<file path="src/rtl/pipe_skid_buffer.sv">
// ---------------------------------------------------------------------------
// pipe_skid_buffer
//
// Two-entry elastic pipeline register with a valid/ready handshake on both
// sides. It holds data going forward and drives the stall upstream, so
// neighbouring stages that only have enable-gated registers can sit behind
// it. Under sustained flow it passes one item per cycle with no bubble.
// in_ready is decoded from the state register alone, which keeps the ready
// path cut at this register.
//
// Parameters:
//   WIDTH      payload width in bits (default 32)
//
// Ports:
//   clk        rising-edge clock
//   rst        asynchronous, active-high reset
//   flush      synchronous discard of every held entry
//   in_valid   upstream has data
//   in_ready   buffer can accept this cycle (function of state only)
//   in_data    upstream payload
//   out_valid  out_data is valid
//   out_ready  downstream accepts this cycle
//   out_data   downstream payload, always taken from the main register
//   stall_cnt  (only when PIPE_SKID_STALL_CNT_EN is defined) saturating
//              count of edges where upstream was valid but not accepted
//
// Build option:
//   PIPE_SKID_STALL_CNT_EN  adds the stall_cnt output and its counter.
//                           The core behaviour is the same in both builds.
// ---------------------------------------------------------------------------
module pipe_skid_buffer #(
    parameter int WIDTH = 32
) (
    input  logic             clk,
    input  logic             rst,
    input  logic             flush,
    input  logic             in_valid,
    output logic             in_ready,
    input  logic [WIDTH-1:0] in_data,
    output logic             out_valid,
    input  logic             out_ready,
    output logic [WIDTH-1:0] out_data
`ifdef PIPE_SKID_STALL_CNT_EN
    ,
    output logic [31:0]      stall_cnt
`endif
);

    // The fourth encoding (2'b11) is unreachable; the FSM sends it to EMPTY.
    typedef enum logic [1:0] {
        EMPTY = 2'b00,
        BUSY  = 2'b01,
        FULL  = 2'b10
    } state_t;

    state_t           state;
    logic [WIDTH-1:0] main_q;
    logic [WIDTH-1:0] skid_q;
    logic             in_fire;
    logic             out_fire;

    assign out_valid = (state != EMPTY);
    assign in_ready  = (state != FULL);
    assign out_data  = main_q;

    assign in_fire  = in_valid  & in_ready;
    assign out_fire = out_valid & out_ready;

    // main_q is always the head of the queue and skid_q only ever holds the
    // second item, so promoting skid_q into main_q on a drain keeps FIFO
    // order. flush beats every handshake: an accepted-looking input is
    // dropped, while an output taken on the same edge counts as delivered.
    always_ff @(posedge clk or posedge rst) begin
        if (rst) begin
            state  <= EMPTY;
            main_q <= '0;
            skid_q <= '0;
        end else if (flush) begin
            state <= EMPTY;
        end else begin
            case (state)
                EMPTY: begin
                    if (in_fire) begin
                        main_q <= in_data;
                        state  <= BUSY;
                    end
                end
                BUSY: begin
                    if (in_fire && out_fire) begin
                        main_q <= in_data;
                    end else if (in_fire) begin
                        skid_q <= in_data;
                        state  <= FULL;
                    end else if (out_fire) begin
                        state <= EMPTY;
                    end
                end
                FULL: begin
                    // in_ready is low here, so only the drain side can move.
                    if (out_fire) begin
                        main_q <= skid_q;
                        state  <= BUSY;
                    end
                end
                default: begin
                    state <= EMPTY;
                end
            endcase
        end
    end

`ifdef PIPE_SKID_STALL_CNT_EN
    // Counts refused offers from upstream. It saturates instead of wrapping,
    // and it ignores flush so stall history survives a pipeline flush.
    always_ff @(posedge clk or posedge rst) begin
        if (rst) begin
            stall_cnt <= '0;
        end else if (in_valid && !in_ready && (stall_cnt != 32'hFFFF_FFFF)) begin
            stall_cnt <= stall_cnt + 32'd1;
        end
    end
`endif

endmodule

</file>
<file path="config.mk">
export PLATFORM = sky130hd
export DESIGN_NAME = pipe_skid_buffer
export DESIGN_NICKNAME = d
export VERILOG_FILES = /design/src/rtl/pipe_skid_buffer.sv
export SDC_FILE = /design/constraint.sdc
export NUM_CORES = 1
export LEC_CHECK = 0
export ABC_AREA = 1
export ABC_CLOCK_PERIOD_IN_PS = 3150
export CAP_MARGIN = 25
export CORE_ASPECT_RATIO = 2
export CORE_MARGIN = 4
export CORE_UTILIZATION = 51
export CTS_BUF_LIST = sky130_fd_sc_hd__clkbuf_4 sky130_fd_sc_hd__clkbuf_8 sky130_fd_sc_hd__clkbuf_16
export DETAILED_ROUTE_END_ITERATION = 6
export PLACE_DENSITY = 0.91
export SYNTH_ARGS = -nofsm -noshare
export SYNTH_HDL_FRONTEND = slang
export SYNTH_SLANG_ARGS = --single-unit
</file>
<file path="constraint.sdc">
create_clock -name clk -period 3.15 [get_ports clk]
set_input_delay 0.945 -clock clk [delete_from_list [all_inputs] [get_ports clk]]
set_output_delay 0.945 -clock clk [all_outputs]
set_load 0.02 [all_outputs]
</file>
# Word-level counts from Yosys, hierarchy flattened
# Cells that the tools add are included.
[totals]
regBits = 66
latch_bits = 0
ram_bits = 0
romBits = 0
in_bits = 37
out_inout_bits = 34
elab_cells = 35
n_memories = 0
[op_classes]
n_addsub = 0
multipliers = 0
div = 0
n_lt_le_gt_ge = 0
n_eq_ne = 10
shift = 0
mux = 11
bitwise_logic = 4
reduce_logical = 7
[op_table]
columns = ["cell", "n"]
rows = [
  ["$mux W32", 3],
  ["$pmux W32 S3", 1],
  ["$mux W2", 6],
  ["$ne A3 B3 Y1 const B", 3],
  ["$ne A2 B2 Y1 const B", 4],
  ["$reduce_and A4 Y1", 2],
  ["$pmux W2 S3", 1],
  ["$reduce_and A5 Y1", 1],
  ["$ne A4 B4 Y1 const B", 1],
  ["$reduce_bool A3 Y1", 1],
  ["$and A1 B1 Y1", 2],
  ["$eq A2 B1 Y1 const B", 1],
  ["$eq A2 B2 Y1 const B", 1],
  ["$logic_not A2 Y1", 1],
  ["$not A1 Y1", 2],
  ["$reduce_bool A2 Y1", 1],
  ["$logic_and A1 B1 Y1", 1],
]

# Depth between registers and ports, before layout
[logic_depth]
ltp_word = 7
ltp_mapped = 8
mapped_depth_nobuf = 6

# Worst setup path after synthesis
# Ideal clock, no wire load.
[synth_path]
path_kind = "flip-flop to output port"
startpoint = "register state[0]"
endpoint = "output in_ready"
arrival_ns = 0.817
t_required_ns = 2.205
setup_slack_ns = 1.388
stages_incl_launch_ff = 5
path_buffers = 2
cell_sequence = "dfrtp_1 buf_4 inv_4 nand2_4 buf_4"
[synth_between]
elab_chain_len = 1
[synth_rtl]
columns = ["element", "line", "source"]
rows = [
  ["from (decl)", "56", "state_t state;"],
  ["from (signal assigned)", "75", "state <= EMPTY;"],
  ["from (signal assigned)", "79", "state <= EMPTY;"],
  ["from (signal assigned)", "85", "state <= BUSY;"],
  ["$ne A2 B2 Y1", "63", "assign in_ready = (state != FULL);"],
  ["to (decl)", "38", "output logic in_ready,"],
]
# Every way passes these cells.

# Worst setup path in the final report
# Same ends and word-level chain as after synthesis.

==> metrics.md <==
| Metric | Value |
|---|---|
| Nets | `509` |
| Cts hold-fix bufs | `0` |
| RD Place Congestion | `0.782` |
| DR iter-0 viols | `175` |
| Crit path buffers/inverters | `2` |
| CP max FO | `33` |
| Number of global-route vias before repair | `2954` |
| Setup bufs post-CTS | `0` |
| Largest net degree at the start of global routing | `34` |
| Core Util, Final | `67.0%` |
| Count of cell types in the netlist | `19` |
| CP Launch Type | `flop` |
| Commonest cells in the netlist | `nand2_1, nand3_1, dfrtp_1, buf_4, buf_2` |
| H-tree depth | `3` |
| Setup slack after layout | `413 ps` |
| Worst slack at placement | `496 ps` |
| HP Class | `flop to flop` |
| Most frequent cell after synthesis | `nand2_1` |
| Setup TNS | `0 ps` |
| Initial core utilization | `52.1%` |
| Via density | `5.30` |
| P_leak | `0.00219 uW` |
| Die area | `0.00782 mm^2` |
| Cell Area, Synth | `0.00326 mm^2` |
| Outcome | `completed` |
| VDD IR max | `0.503 mV` |
| Layout cells sized above 1 | `7.35%` |
| Final hold slack | `468 ps` |
| Fmax | `365 MHz` |
| Synth Area per Inst | `7.88 um^2` |
| Row Count | `41` |
| Post-route ant nets | `0` |
| R2R Setup Slk | `890 ps` |
| Synth top area cells | `dfrtp_1, nand2_1, nand3_1, buf_6, buf_4` |
| Final WL | `8160 um` |
| Final setup fails | `0` |
| Clock sinks | `66` |
| Area share of the largest cell type after synthesis | `50.6%` |
| IO Count | `71` |
| Setup Skew | `3.74 ps` |
| Post-synth top flop | `dfrtp_1` |
| Gate Count Post-Synth | `414` |
| First-pass GRT wire length | `13800 um` |
| Layout area overhead | `28.5%` |
| Worst-Margin Slew | `701 ps` |
| DRC viols | `0` |
| IO buf count | `70` |
| CP cell instances | `inv_4 -> nand2_4 -> clkdlybuf4s50_1` |
| WL/cell | `14.5 um` |
| DIE HEIGHT | `121 um` |
| Worst stage delay on the critical path | `600 ps` |
| Slew margin rel. | `53.1%` |
| Highest-delay cell along the critical path | `clkdlybuf4s50_1` |
| Clk buf depth | `2` |
| Final min period | `2740 ps` |
| CTS resizes | `0` |
| CTS tree | `done` |
| Async set-reset flop share out of synthesis | `100%` |
| Initial antenna violation count | `0` |
| EDFF count, synth | `0` |
| Crit path max-delay family | `buffers and inverters` |
| Via count | `2977` |
| Core Box Area | `0.00626 mm^2` |
| Worst-Skew Late Latency | `330 ps` |
| Mapped Nets | `451` |
| Final hold viol count | `0` |
| Yosys reg bits | `66` |
| Cell taking the most area after synthesis | `dfrtp_1` |
| Post-DP HPWL | `5380 um` |
| Drt pass-1 iters | `5` |
| Max-Cap Viols | `0` |
| Crit path kind | `flop to output pin` |
| Slew Viols, Final | `0` |
| Ant. Diodes | `0` |
| Unrepaired setup endpoints after global routing | `false` |
| Clock buffer count from CTS | `9` |
| Power per cell area | `686 mW/mm^2` |
| CP required | `2200 ps` |
| Sequential element share of the synthesized area | `50.6%` |
| Gr usage total | `23.0%` |
| Period utilization | `86.9%` |
| CP arrival | `1790 ps` |
| Yosys Warn Count | `0` |
| Width of the die | `64.6 um` |
| CTS root buffer | `clkbuf_16` |
| Worst-path clk slew | `50 ps` |
| Crit end category | `output pin` |
| GRT overflow | `0` |
## worst paths after layout
kind                             from            to  cells after the start
max                          state[0]      in_ready                      3
min                        skid_q[30]    skid_q[30]                      2
max reg2reg                  state[0]  out_data[22]                      7
min reg2reg                skid_q[30]    skid_q[30]                      2
max in group asynchronous         rst  out_data[11]                      3
min in group asynchronous         rst     skid_q[7]                      2
## worst min-delay path: stages, from the launching register on
cell and delay, ps:
dfrtp_1 340, nand2_1 50, nand2_1 50
## power by group
| group | switching [uW] | internal, uW | total, uW | leakage (uW) |
|---|---|---|---|---|
| sequential | 144 | 1080 | 1220 | 0.000829 |
| clock | 338 | 575 | 912 | 0.000142 |
| combinational | 419 | 322 | 741 | 0.00122 |
## registers in the layout (all words and copies together), names as in the netlist
| name | cells |
|---|---|
| out_data | 32 |
| skid_q | 32 |
| state | 2 |
## through the flow
| stage | cells | total power [uW] | instance area, um^2 |
|---|---|---|---|
| 6_report | 562 | 2880 | 4190 |
| 5_1_grt | 562 | 3040 | 4190 |
| 4_1_cts | 562 | 2900 | 4190 |
| 3_5_place_dp | 547 | 1970 | 3920 |
| 3_3_place_gp | 547 | 1940 | 3920 |
| 2_1_floorplan | 414 | 1650 | 3260 |
## cells by family (layout without fill, tap and decap cells)
family          count (synthesis)  count (layout)  share of synthesized area, %
flops                          66              66                          50.6
compound gates                  1               1                         0.153
simple gates                  311             311                          41.9
buf+inv                        36              98                          7.33
## cells in the final DEF, fill, tap and decap left out, types with 2 or more instances in the layout
| cell type | synthesis | routed |
|---|---|---|
| dfrtp_1 | 66 | 66 |
| inv_1 | 3 | 2 |
| clkdlybuf4s50_1 | 0 | 70 |
| clkbuf_8 | 0 | 2 |
| nor2_1 | 5 | 5 |
| buf_4 | 10 | 5 |
| nand2_1 | 197 | 197 |
| clkinv_2 | 0 | 3 |
| inv_2 | 3 | 4 |
| clkbuf_16 | 0 | 9 |
| nand3_1 | 99 | 99 |
| nand2_4 | 4 | 4 |
## final cells by class
| class | instances | area (um^2) |
|---|---|---|
| flip-flops and latches | 66 | 1650 |
| clock buffers | 12 | 260 |
| repair buffers | 76 | 758 |
| fillers | 513 | 2070 |
| well taps | 86 | 108 |
| multi-input cells | 312 | 1370 |
| inverters | 7 | 28.8 |
| clock inverters | 3 | 15.0 |
## metal layers
metal	part of all wire, %	track usage [%]	vias up
met5	0	0	-
met1	37	26.7	1419
met2	55	39.7	105
met3	5.2	4.82	13
met4	2.8	10.9	0
li1	-	-	1440
(Power assumes the default switching activity.)
